## src/rtl/pipe_ctrl_pkg.sv

```systemverilog
// Shared encodings and defaults for the pipeline hazard controller.
package pipe_ctrl_pkg;

    localparam int unsigned REG_W  = 5;
    localparam int unsigned TIME_W = 2;

    localparam logic [TIME_W-1:0] TUSE_D    = 2'd0;
    localparam logic [TIME_W-1:0] TUSE_E    = 2'd1;
    localparam logic [TIME_W-1:0] TUSE_NONE = 2'd3;

    localparam int unsigned MULT_CYCLES_DEF = 5;
    localparam int unsigned DIV_CYCLES_DEF  = 10;

    function automatic int unsigned max_u(input int unsigned a, input int unsigned b);
        return (a > b) ? a : b;
    endfunction

    // One source-vs-destination dependency check; $0 and unused operands never stall.
    function automatic logic src_hazard(
        input logic [REG_W-1:0]  src,
        input logic [TIME_W-1:0] tuse,
        input logic [REG_W-1:0]  dst,
        input logic              dst_en,
        input logic [TIME_W-1:0] tnew
    );
        return (src != '0) && (tuse != TUSE_NONE) && dst_en && (src == dst) && (tnew > tuse);
    endfunction

endpackage

```

## src/rtl/md_busy_timer.sv

```systemverilog
// Multiply/divide busy timer: loads the op latency on start, counts down to idle.
module md_busy_timer
    import pipe_ctrl_pkg::*;
#(
    parameter int unsigned MULT_CYCLES = MULT_CYCLES_DEF,
    parameter int unsigned DIV_CYCLES  = DIV_CYCLES_DEF
) (
    input  logic clk,
    input  logic rst_n,
    input  logic start,
    input  logic is_div,
    output logic busy
);

    localparam int unsigned MAX_CYC = max_u(MULT_CYCLES, DIV_CYCLES);
    localparam int unsigned CW      = $clog2(MAX_CYC + 1);

    logic [CW-1:0] cnt;

    // A start always wins over the decrement so a reload restarts the full latency.
    always_ff @(posedge clk or negedge rst_n) begin
        if (!rst_n) begin
            cnt <= '0;
        end else if (start) begin
            cnt <= is_div ? CW'(DIV_CYCLES) : CW'(MULT_CYCLES);
        end else if (cnt != '0) begin
            cnt <= cnt - CW'(1);
        end
    end

    assign busy = (cnt != '0);

endmodule

```

## src/rtl/pipe_hazard_ctrl.sv

```systemverilog
// Pipeline stall / bubble / exception-flush controller with stall-cycle counter.
module pipe_hazard_ctrl
    import pipe_ctrl_pkg::*;
#(
    parameter int unsigned MULT_CYCLES = MULT_CYCLES_DEF,
    parameter int unsigned DIV_CYCLES  = DIV_CYCLES_DEF,
    parameter int unsigned CNT_W       = 32
) (
    input  logic               clk,
    input  logic               reset,
    input  logic [REG_W-1:0]   D_rs,
    input  logic [REG_W-1:0]   D_rt,
    input  logic [TIME_W-1:0]  D_rs_tuse,
    input  logic [TIME_W-1:0]  D_rt_tuse,
    input  logic [REG_W-1:0]   E_write_number,
    input  logic [REG_W-1:0]   M_write_number,
    input  logic               E_write_enable,
    input  logic               M_write_enable,
    input  logic [TIME_W-1:0]  E_tnew,
    input  logic [TIME_W-1:0]  M_tnew,
    input  logic               D_md_use,
    input  logic               E_md_start,
    input  logic               E_md_is_div,
    input  logic               exc_req,
    output logic               PC_en,
    output logic               FD_stall,
    output logic               DE_flush,
    output logic               req,
    output logic               md_busy,
    output logic [CNT_W-1:0]   stall_cycles
);

    logic reg_hazard;
    logic md_hazard;
    logic stall;
    logic md_start;

    // The E-stage op is younger than the excepting M op, so it must not start the timer.
    assign md_start = E_md_start && !exc_req;

    md_busy_timer #(
        .MULT_CYCLES (MULT_CYCLES),
        .DIV_CYCLES  (DIV_CYCLES)
    ) u_md_timer (
        .clk    (clk),
        .rst_n  (reset),
        .start  (md_start),
        .is_div (E_md_is_div),
        .busy   (md_busy)
    );

    always_comb begin
        reg_hazard = 1'b0;
        md_hazard  = 1'b0;
        reg_hazard = src_hazard(D_rs, D_rs_tuse, E_write_number, E_write_enable, E_tnew)
                  || src_hazard(D_rs, D_rs_tuse, M_write_number, M_write_enable, M_tnew)
                  || src_hazard(D_rt, D_rt_tuse, E_write_number, E_write_enable, E_tnew)
                  || src_hazard(D_rt, D_rt_tuse, M_write_number, M_write_enable, M_tnew);
        md_hazard  = D_md_use && (md_busy || E_md_start);
    end

    assign stall = reg_hazard || md_hazard;
    assign req   = exc_req;

    // req flushes every register itself, so it overrides any stall request.
    always_comb begin
        PC_en    = 1'b1;
        FD_stall = 1'b0;
        DE_flush = 1'b0;
        if (!exc_req && stall) begin
            PC_en    = 1'b0;
            FD_stall = 1'b1;
            DE_flush = 1'b1;
        end
    end

    always_ff @(posedge clk or negedge reset) begin
        if (!reset) begin
            stall_cycles <= '0;
        end else if (stall && !exc_req && (stall_cycles != '1)) begin
            stall_cycles <= stall_cycles + CNT_W'(1);
        end
    end

endmodule
```

## config.mk

```make
export PLATFORM = sky130hd
export DESIGN_NAME = pipe_hazard_ctrl
export DESIGN_NICKNAME = d
export VERILOG_FILES = /design/src/rtl/pipe_ctrl_pkg.sv /design/src/rtl/md_busy_timer.sv /design/src/rtl/pipe_hazard_ctrl.sv
export SDC_FILE = /design/constraint.sdc
export NUM_CORES = 1
export LEC_CHECK = 0
export BUFFER_PORTS_ARGS = -buffer_cell sky130_fd_sc_hd__buf_2
export CAP_MARGIN = 20
export CORE_ASPECT_RATIO = 0.7
export CORE_MARGIN = 1.5
export CORE_UTILIZATION = 46
export DETAILED_ROUTE_END_ITERATION = 12
export GPL_TIMING_DRIVEN = 0
export PLACE_DENSITY = 0.82
export SYNTH_ARGS = -nofsm -noshare
export SYNTH_HDL_FRONTEND = slang
export SYNTH_SLANG_ARGS = --single-unit
```

## constraint.sdc

```tcl
create_clock -name clk -period 2.2 [get_ports clk]
set_input_delay 0.22 -clock clk [delete_from_list [all_inputs] [get_ports clk]]
set_output_delay 0.22 -clock clk [all_outputs]
set_load 0.05 [all_outputs]
```

==> results of run 1 <==
## cell type report
type                            instances  area share [%]
Inverter                               15            2.12
Sequential cell                        36            30.5
Clock inverter                          2           0.333
Clock buffer                            6            2.75
Buffer                                  7            2.50
Timing Repair Buffer                   83            14.9
Tap cell                               69            2.87
Multi-Input combinational cell        185            44.0
## how the worst min path moves through the flow
stage | startpoint | to | slack (ps) | depth (start not counted)
after floorplan | reset | stall_cycles[0] | -80 | 0
after global placement | reset | stall_cycles[30] | 350 | 1
after detailed placement | reset | stall_cycles[27] | 350 | 1
after CTS | reset | stall_cycles[13] | 40 | 1
after global routing | reset | stall_cycles[10] | 80 | 1
final | reset | stall_cycles[30] | 10 | 1
## critical path: stages (launching register included)
cell,delay [ps]
dfrtp_2,400
nand4_1,220
nor4_4,370
nand4_1,200
or2_1,290
buf_6,150
nand2_2,90
mux2_2,330
## state kept, by name, indices dropped and copies added (netlist names)
name	cells
stall_cycles	32
u_md_timer.cnt	4
## metrics by stage
stage / total power [mW] / cells / worst slack [ps]
floorplan: 1.39 / 243 / -65.6
global placement: 1.58 / 384 / -74.7
detailed placement: 1.61 / 384 / -127
CTS: 2.11 / 394 / 19.3
global route: 2.26 / 403 / -30.9
finish: 2.15 / 403 / 43.6
## logic make-up (layout without fill, tap and decap cells)
family,after synthesis,in the layout,share of synthesized area (%)
buf+inv,22,113,5.22
flops,36,36,38.8
compound gates,19,19,4.79
fa+ha+maj,11,11,5.92
simple gates,103,103,25.5
xor+xnor,50,50,18.8
mux,2,2,0.969
## cell usage after synthesis, drive strengths merged, types with 3 or more instances
master | instances | area, um2
inv | 15 | 56.3
nor4 | 6 | 52.6
ha | 11 | 138
o21ai | 4 | 20.0
xor2 | 5 | 43.8
nand3 | 25 | 140
and3 | 15 | 104
a21oi | 9 | 45.0
nor2 | 9 | 33.8
buf | 6 | 51.3
and2 | 3 | 20.0
dfrtp | 36 | 901
nor3 | 5 | 25.0
nand2 | 15 | 56.3
nand4 | 17 | 106
xnor2 | 45 | 394
## timing repair
action,in CTS,in global routing
endpoints found under the hold margin,0,0
buffers inserted,2,9
resized for setup,7,7
hold buffers,0,0
pin swaps,2,4
endpoints found under the setup margin,14,6
gates cloned,0,0
## metal layers
| layer | up-vias | wire, um |
|---|---|---|
| li1 | 1028 | - |
| met1 | 988 | 2790 |
| met2 | 71 | 2780 |
| met3 | 13 | 305 |
| met4 | 0 | 100 |
| met5 | - | 0 |
## power by group through the flow
stage	clock network (mW)	logic, mW	registers, mW
floorplan	0	0.363	1.03
CTS	0.494	0.758	0.861
global route	0.526	0.867	0.871
detailed placement	0	0.739	0.871
global placement	0	0.714	0.867
finish	0.492	0.796	0.861
==> out/qor.yml, run 1 <==
firstDrtPassIters: 4
antenna_found_initial: 0
endpoint_kind: "flip-flop"
irDropWorstVdd_v: 0.000851
critPathKind: "reg2reg"
path_clk_slew_ps: 70
drt_iter0_markers: 142
finish.utilization_pct: 62.5
drv_cap: 0
wl_per_cell_um: 14.8
p_leak_nw: 1.45
routed_wl_mm: 5.98
async_flop_share_pct: 100
gp_congestion: 0.883
met2_usage_pct: 34.0
power_frac_comb_pct: 37.0
drive_gt1_share_pct: 41.6
synthFlopType: "dfrtp_1"
seqCellArea_um2: 917
reg2reg_depth: 7
worstMarginPinSlew_ps: 796
drc: 0
grt_pass1_wl_mm: 9.64
setup_viol: 0
rows: 21
startpoint_type: "flip-flop"
intPower_mw: 1.31
use_met3_pct: 3.43
via_count: 2100
cts.sinks: 36
layout_common_cells: "buf_2, xnor2_1, dfrtp_1, nand3_1, nand4_1"
multi_input_area_um2: 1320
start_util_pct: 48.3
cp_data_required_time_ps: 2380
dp_hpwl_mm: 4.43
status: "completed"
worstReg2RegStart: "stall_cycles[12]"
synth-seq-area-share_pct: 38.8
synth_enable_flop_cells: 0
grt.met1_usage_pct: 32.4
dieArea_um2: 5490
grt_usage_pct: 22.2
setup_tns_ps: 0
die_x_um: 87.9
syn_inst: 243
placed_cell_area_um2: 2800
cp-endpoint: "stall_cycles[1]"
synth.distinct_cells: 36
layout.cells.most_common: "buf_2"
placeableCoreArea_um2: 4810
syn_to_final_growth_pct: 29.4
hold_slack_ps: 14.5
power_frac_seq_pct: 40.1
min_path_type: "in2async"
clock_tree.buffer_depth: 2
power.switching_mw: 0.844
worstReg2RegEnd: "stall_cycles[1]"
tritoncts: "done"
finalCritPeriodShare_pct: 98.0
grt_max_degree: 37
nNetsFinal: 380
reg2reg_slack_ps: 40
synth-seq-cells: 36
p_per_area_nw_per_um2: 715
slew_violations: 0
ant_nets: 0
die_h_um: 62.5
viasPerCell: 5.21
grt_overflow: 0
grt_pass1_vias: 2027
globalRoute.busiestLayer: "met2"
clockPowerShare_pct: 22.9
fin_crit_ps: 2160
clock.fmax_mhz: 464
antenna_cells: 0
syn-num-nets: 290
ios: 73
cp-startpoint: "stall_cycles[12]"
sw_frac_of_total_pct: 39.3
crit_fanout: 8
portBuffers: 72
final_area_um2: 3010
clk_latency_ps: 290
syn-mean-instance-area_um2: 9.56
nFillCells: 433
fin_worst_skew_ps: 2.32
critPathArrivalTime_ps: 2330
cts_buffers: 5
cts_htree_levels: 2
syn_area_um2: 2320
rsz0062_at_grt: "true"
hold_viol: 0
slew_headroom_pct: 46.9
cts_root_buf: "clkbuf_8"
yosysWarnings: 0
Power figures use the tool's default switching activity.
==> run 2, diff against run 1 <==
--- a/config.mk
+++ b/config.mk
@@ -11,7 +11,7 @@
 export CORE_MARGIN = 1.5
 export CORE_UTILIZATION = 46
 export DETAILED_ROUTE_END_ITERATION = 12
-export GPL_TIMING_DRIVEN = 0
+export GPL_TIMING_DRIVEN = 1
 export PLACE_DENSITY = 0.82
 export SYNTH_ARGS = -nofsm -noshare
 export SYNTH_HDL_FRONTEND = slang
==> run 2 against run 1 <==
  * Non-clock buffer count fell by 8
  * Register-to-register slack improved by 90 ps
  * Routed wire length fell by 8.4%
  * Total power fell by 1.2%
  * Global-route usage rose by 0.44 points
  * Clock power fell by 2%
  * First-iteration DRC count fell by 39%
  * Final cell count fell by 2.0%
  * Critical endpoint is now DE_flush
  * Largest power group unchanged
  * Fmax rose by 3.5%
  * Sequential share of layout area rose by 0.82 points
  * Hold slack got worse by 12 ps
==> out/qor.yml, run 2 (synthesis results as in run 1) <==
nFillCells: 425  # was 433
startpoint_type: "flip-flop"  # unchanged
fin_ws_ps: 117  # was 43.6 ps
drv_cap: 0  # unchanged
grt_usage_pct: 22.7  # was 22.2%
firstDrtPassIters: 4  # unchanged
max_stage_delay_ps: 400  # about the same
p_per_area_nw_per_um2: 725  # was 715 nW/um2
portBuffers: 72  # unchanged
cts_htree_levels: 2  # unchanged
drt_iter0_markers: 86  # was 142
reg2reg_depth: 9  # was 7
antenna_cells: 0  # unchanged
dp_hpwl_mm: 4.23  # was 4.43 mm
final_area_um2: 2930  # was 3010 um2
crit_family: "buffers and inverters"  # was simple AND/OR/NAND/NOR gates
syn_to_final_growth_pct: 26.0  # was 29.4%
rows: 21  # unchanged
hold_viol: 0  # unchanged
worstReg2RegStart: "u_md_timer.cnt[0]"  # was stall_cycles[12]
slew_headroom_pct: 48.0  # was 46.9%
worstReg2RegEnd: "stall_cycles[1]"  # unchanged
gp_congestion: 0.958  # was 0.883
critPathKind: "reg2out"  # was reg2reg
drive_gt1_share_pct: 37.1  # was 41.6%
wl_per_cell_um: 13.9  # was 14.8 um
grt_max_degree: 37  # unchanged
slew_violations: 0  # unchanged
ios: 73  # unchanged
clock.fmax_mhz: 480  # was 464 MHz
reg_top3: "stall_cycles: 32 flops, u_md_timer.cnt: 4 flops"  # unchanged
dieArea_um2: 5490  # unchanged
setup_tns_ps: 0  # unchanged
crit_fanout: 6  # was 8
clock_tree.buffer_depth: 2  # unchanged
irDropWorstVdd_v: 0.000791  # was 0.000851 V
reg2reg_slack_ps: 130  # was 40 ps
endpoint_kind: "primary output"  # was flip-flop
largest_reg_flops: 32  # unchanged
antenna_found_initial: 0  # unchanged
setup_viol: 0  # unchanged
die_x_um: 87.9  # unchanged
layout.cells.most_common: "buf_2"  # unchanged
placed_cell_area_um2: 2810  # was 2800 um2
cts.sinks: 36  # unchanged
start_util_pct: 48.3  # unchanged
rsz0062_at_grt: "false"  # was true
multi_input_area_um2: 1300  # was 1320 um2
die_h_um: 62.5  # unchanged
fin_worst_skew_ps: 4.47  # was 2.32 ps
cts_root_buf: "clkbuf_8"  # unchanged
crit_buf_inv: 3  # was 1
critPathArrivalTime_ps: 1860  # was 2330 ps
worstMarginPinSlew_ps: 780  # was 796 ps
crit_chain: "inv_1 > ha_1 > and2_4 > clkinvlp_4 > o21ai_1 > nand3_2 > buf_2"  # was nand4_1 > nor4_4 > nand4_1 > or2_1 > buf_6 > nand2_2 > mux2_2
min_path_type: "in2async"  # unchanged
tritoncts: "done"  # unchanged
drc: 0  # unchanged
viasPerCell: 5.20  # was 5.21
path_clk_slew_ps: 70  # about the same
cpMaxStageDelayCell: "dfrtp_1"  # was dfrtp_2
top_register: "stall_cycles"  # unchanged
ant_nets: 0  # unchanged
cp-startpoint: "u_md_timer.cnt[0]"  # was stall_cycles[12]
layout_common_cells: "buf_2, xnor2_1, dfrtp_1, nand3_1, nand4_1"  # unchanged
via_count: 2053  # was 2100
p_leak_nw: 1.41  # was 1.45 nW
placeableCoreArea_um2: 4810  # unchanged
status: "completed"  # unchanged
finalCritPeriodShare_pct: 94.7  # was 98.0%
cts_buffers: 5  # unchanged
grt_overflow: 0  # unchanged
nNetsFinal: 372  # was 380
grt_pass1_wl_mm: 9.69  # was 9.64 mm
place_ws_ps: -18.5  # was -127 ps
fin_crit_ps: 2080  # was 2160 ps
cp_data_required_time_ps: 1980  # was 2380 ps
seqCellArea_um2: 917  # unchanged
routed_wl_mm: 5.48  # was 5.98 mm
grt_pass1_vias: 2035  # was 2027
clk_latency_ps: 290  # about the same
-- run 2: cell types whose count changed in the layout (fill, tap and decap cells not counted), sizes merged --
cell	previous run	this run
clkbuf	7	8
clkinv	2	0
buf	89	82
-- run 2: report_power, final --
part	internal (mW)	switching [mW]	leakage [nW]
combinational	0.277	0.490	0.899
clock	0.255	0.228	0.0455
sequential	0.761	0.111	0.466
-- run 2: cell type report --
cell class | instances | area share (%)
flip-flops and latches | 36 | 31.3
clock buffers | 8 | 3.08
repair buffers | 82 | 15.9
multi-input cells | 185 | 44.5
well taps | 69 | 2.95
inverters | 15 | 2.18
-- run 2: metrics by stage --
| step | utilization [%] | total power, mW | hold slack [ps] | std cells |
|---|---|---|---|---|
| 6_report | 60.9 | 2.12 | 2.96 | 395 |
| 5_1_grt | 60.9 | 2.26 | 79.8 | 395 |
| 4_1_cts | 60.8 | 2.12 | 37.6 | 395 |
| 3_5_place_dp | 58.4 | 1.62 | 348 | 384 |
| 3_3_place_gp | 58.4 | 1.60 | 355 | 384 |
| 2_1_floorplan | - | 1.39 | -75.6 | 243 |
-- run 2: timing repair --
item | in CTS | in global routing
resized for setup | 2 | 3
hold buffers | 0 | 0
setup endpoints to repair | 5 | 6
pin swaps | 0 | 0
cloned | 0 | 0
setup buffers | 3 | 0
-- run 2: how the worst max path moves through the flow --
stage / depth (start not counted) / slack [ps] / to
floorplan: 7 / -70 / stall_cycles[1]
global placement: 9 / 70 / stall_cycles[1]
detailed placement: 8 / -20 / stall_cycles[1]
CTS: 8 / 40 / PC_en
global route: 7 / 20 / stall_cycles[16]
finish: 7 / 120 / DE_flush
-- run 2: worst reg2reg max path, delay by kind of cell, from the launching register on --
kind,cells,cell delay (ps)
DFF,1,400
and+or+nand+nor,3,460
muxes,1,350
buffers and inverters,3,430
adders and majority gates,1,170
AOI/OAI and AO/OA,1,160
-- run 2: metal layers --
metal  GRT usage [%]  part of all wire, %  routed length (um)  vias up
li1                -                    -                   -     1014
met1            34.1                   48                2630      964
met2            31.5                   43                2370       63
met3            5.55                  6.7                 366       12
met4            7.54                  2.1                 114        0
met5               0                    0                   0        -
==> run 3, diff against run 2 <==
--- a/config.mk
+++ b/config.mk
@@ -5,14 +5,15 @@
 export SDC_FILE = /design/constraint.sdc
 export NUM_CORES = 1
 export LEC_CHECK = 0
+export ABC_AREA = 1
 export BUFFER_PORTS_ARGS = -buffer_cell sky130_fd_sc_hd__buf_2
 export CAP_MARGIN = 20
 export CORE_ASPECT_RATIO = 0.7
 export CORE_MARGIN = 1.5
-export CORE_UTILIZATION = 46
+export CORE_UTILIZATION = 49
 export DETAILED_ROUTE_END_ITERATION = 12
 export GPL_TIMING_DRIVEN = 1
-export PLACE_DENSITY = 0.82
+export PLACE_DENSITY = 0.83
 export SYNTH_ARGS = -nofsm -noshare
 export SYNTH_HDL_FRONTEND = slang
 export SYNTH_SLANG_ARGS = --single-unit
==> run 3 against run 2 <==
  * Combinational power is 0.7% lower
  * Synthesized area up 32%
  * Highest routed layer unchanged
  * Fmax grew 2.3%
  * Clock-buffer cell count decreased by 2
  * Largest cell class unchanged
  * Sequential cell count stayed put
  * Routed wire length up 59%
  * Final cell count rose by 59%
  * Sequential share of layout area is 6.6 points lower
==> out/qor.yml, run 3 <==
grt_max_degree: 37  # unchanged
startpoint_type: "flip-flop"  # unchanged
layoutNonFillerInstCount: 628  # was 395
p_leak_nw: 2.05  # was 1.41 nW
drt_iter0_markers: 223  # was 86
fin_crit_ps: 2040  # was 2080 ps
power_frac_seq_pct: 40.9  # was 41.1%
setup_tns_ps: 0  # unchanged
syn-mean-instance-area_um2: 6.47  # was 9.56 um2
syn_inst: 475  # was 243
worstReg2RegStart: "stall_cycles[0]"  # was u_md_timer.cnt[0]
portBuffers: 72  # unchanged
slew_violations: 0  # unchanged
syn-num-nets: 522  # was 290
sw_frac_of_total_pct: 41.4  # was 39.1%
path_clk_slew_ps: 70  # about the same
p_per_area_nw_per_um2: 563  # was 725 nW/um2
layout_common_cells: "nand2_1, buf_2, nor2_1, inv_1, nand4_1"  # was buf_2, xnor2_1, dfrtp_1, nand3_1, nand4_1
clockPowerShare_pct: 22.0  # was 22.8%
tritoncts: "done"  # unchanged
clock.fmax_mhz: 491  # was 480 MHz
cts_htree_levels: 2  # unchanged
endpoint_kind: "primary output"  # unchanged
power.switching_mw: 0.850  # was 0.830 mW
critPathArrivalTime_ps: 1820  # was 1860 ps
place_ws_ps: 241  # was -18.5 ps
synth_enable_flop_cells: 0  # unchanged
nNetsFinal: 600  # was 372
synth.cells.most_frequent: "nand2_1, nor2_1, inv_1, nand4_1, dfrtp_1"  # was xnor2_1, dfrtp_1, nand3_1, nand4_1
intPower_mw: 1.20  # was 1.29 mW
slew_headroom_pct: 45.4  # was 48.0%
grt_overflow: 0  # unchanged
drive_gt1_share_pct: 19.0  # was 37.1%
cts_root_buf: "clkbuf_8"  # unchanged
synth.distinct_cells: 28  # was 36
gp_congestion: 0.997  # was 0.958
critPathKind: "reg2out"  # unchanged
synth.most_common_cell: "nand2_1"  # was xnor2_1
yosysWarnings: 0  # unchanged
rows: 23  # was 21
power_frac_comb_pct: 37.1  # was 36.1%
routed_wl_mm: 8.68  # was 5.48 mm
irDropWorstVdd_v: 0.000431  # was 0.000791 V
viasPerCell: 5.28  # was 5.20
synth_area_leaders: "dfrtp_1, nand2_1, nand4_1"  # was dfrtp_1, xnor2_1, ha_1
ant_nets: 0  # unchanged
die_x_um: 97.7  # was 87.9 um
worstReg2RegEnd: "stall_cycles[20]"  # was stall_cycles[1]
fin_ws_ps: 164  # was 117 ps
die_h_um: 69.3  # was 62.5 um
grt_usage_pct: 26.9  # was 22.7%
hold_viol: 0  # unchanged
via_count: 3316  # was 2053
finalCritPeriodShare_pct: 92.6  # was 94.7%
cts_buffers: 5  # unchanged
top_register: "stall_cycles"  # unchanged
synth_top_cell_by_area: "dfrtp_1"  # unchanged
syn_area_um2: 3070  # was 2320 um2
drv_cap: 0  # unchanged
cp_data_required_time_ps: 1980  # about the same
setup_viol: 0  # unchanged
crit_fanout: 5  # was 6
reg_top3: "stall_cycles: 32 flops, u_md_timer.cnt: 4 flops"  # unchanged
clk_latency_ps: 290  # about the same
worstMarginPinSlew_ps: 818  # was 780 ps
clock_tree.buffer_depth: 2  # unchanged
dp_hpwl_mm: 6.96  # was 4.23 mm
min_path_type: "in2async"  # unchanged
dpl.cell_count: 620  # was 384
layout.cells.most_common: "nand2_1"  # was buf_2
synth-seq-area-share_pct: 29.3  # was 38.8%
syn_to_final_growth_pct: 18.6  # was 26.0%
fin_worst_skew_ps: 7.37  # was 4.47 ps
async_flop_share_pct: 100  # unchanged
synthFlopType: "dfrtp_1"  # unchanged
firstDrtPassIters: 5  # was 4
placed_cell_area_um2: 3560  # was 2810 um2
grt_pass1_vias: 3070  # was 2035
grt_pass1_wl_mm: 14.7  # was 9.69 mm
synth-seq-cells: 36  # unchanged
rsz0062_at_grt: "false"  # unchanged
cts.sinks: 36  # unchanged
largest_reg_flops: 32  # unchanged
placeableCoreArea_um2: 5900  # was 4810 um2
antenna_found_initial: 0  # unchanged
drc: 0  # unchanged
wl_per_cell_um: 13.8  # was 13.9 um
nFillCells: 576  # was 425
status: "completed"  # unchanged
final_area_um2: 3650  # was 2930 um2
reg2reg_slack_ps: 260  # was 130 ps
ios: 73  # unchanged
start_util_pct: 52.1  # was 48.3%
synth_top_cell_area_share_pct: 29.3  # was 38.8%
reg2reg_depth: 12  # was 9
dieArea_um2: 6760  # was 5490 um2
antenna_cells: 0  # unchanged
## run 3: cell count changes in the layout (fill, tap and decap cells not counted), sizes merged, moves of 6 or more
cell and change:
nand2 +169, and3 -15, xor2 +11, nor4 -6, nand3 -10, inv +36, nand4 +23, xnor2 -28
nor2 +46
## run 3: area by class of cell
type	count	area [um2]	share of cell area, %
clock inverter	1	5.00	0.137
timing repair buffer	85	458	12.6
sequential	36	901	24.7
clock buffer	6	72.6	1.99
multi-input combinational	373	1920	52.5
inverter	52	200	5.49
tap	75	93.8	2.57
## run 3: stage by stage
step,hold slack [ps],util [%],power [mW]
2_1_floorplan,-75.6,-,1.39
3_3_place_gp,341,60.3,1.57
3_5_place_dp,357,60.3,1.61
4_1_cts,41.0,61.6,2.06
5_1_grt,103,61.8,2.17
6_report,18.8,61.8,2.05
## run 3: per-layer routing
layer / up-vias / share of wire, % / track usage, %
met1: 1486 / 50 / 42.0
li1: 1665 / - / -
met5: - / 0 / 0
met4: 0 / 1.2 / 5.40
met2: 151 / 40 / 38.0
met3: 14 / 9.1 / 5.65
## run 3: power by group through the flow
| stage | combinational (mW) | clock [mW] | sequential (mW) |
|---|---|---|---|
| finish | 0.762 | 0.452 | 0.839 |
| global route | 0.839 | 0.482 | 0.846 |
| CTS | 0.760 | 0.461 | 0.836 |
| detailed placement | 0.756 | 0 | 0.850 |
| global placement | 0.732 | 0 | 0.842 |
| floorplan | 0.426 | 0 | 0.964 |
## run 3: cell families after synthesis
family	share of synthesized area (%)
XOR/XNOR	9.41
AND/OR/NAND/NOR	44.3
flip-flops	29.3
AO/OA/AOI/OAI	3.26
buffers and inverters	9.24
adder cells (fa/ha/maj)	4.48
## run 3: critical path: stages (launching register included)
cell and delay (ps):
dfrtp_1 360, inv_1 120, ha_1 210, nand2_4 70
o21ai_2 170, nand3_2 200, nand2_8 110, clkinvlp_4 80
buf_2 210
## run 3: worst max path at each step
| stage | start | end | slack, ps | cells past startpoint |
|---|---|---|---|---|
| 2_1_floorplan | u_md_timer.cnt[0] | FD_stall | 7 | 9 |
| 3_3_place_gp | D_rt_tuse[1] | DE_flush | 270 | 13 |
| 3_5_place_dp | D_rs_tuse[1] | FD_stall | 240 | 15 |
| 4_1_cts | u_md_timer.cnt[0] | FD_stall | 50 | 8 |
| 5_1_grt | u_md_timer.cnt[1] | FD_stall | 50 | 8 |
| 6_report | u_md_timer.cnt[0] | FD_stall | 160 | 8 |
## run 3: what timing repair did
item                       in CTS  in global routing
gates resized for setup         0                  1
setup endpoints to repair       0                  3
setup buffers                   0                  1
hold buffers                    0                  0
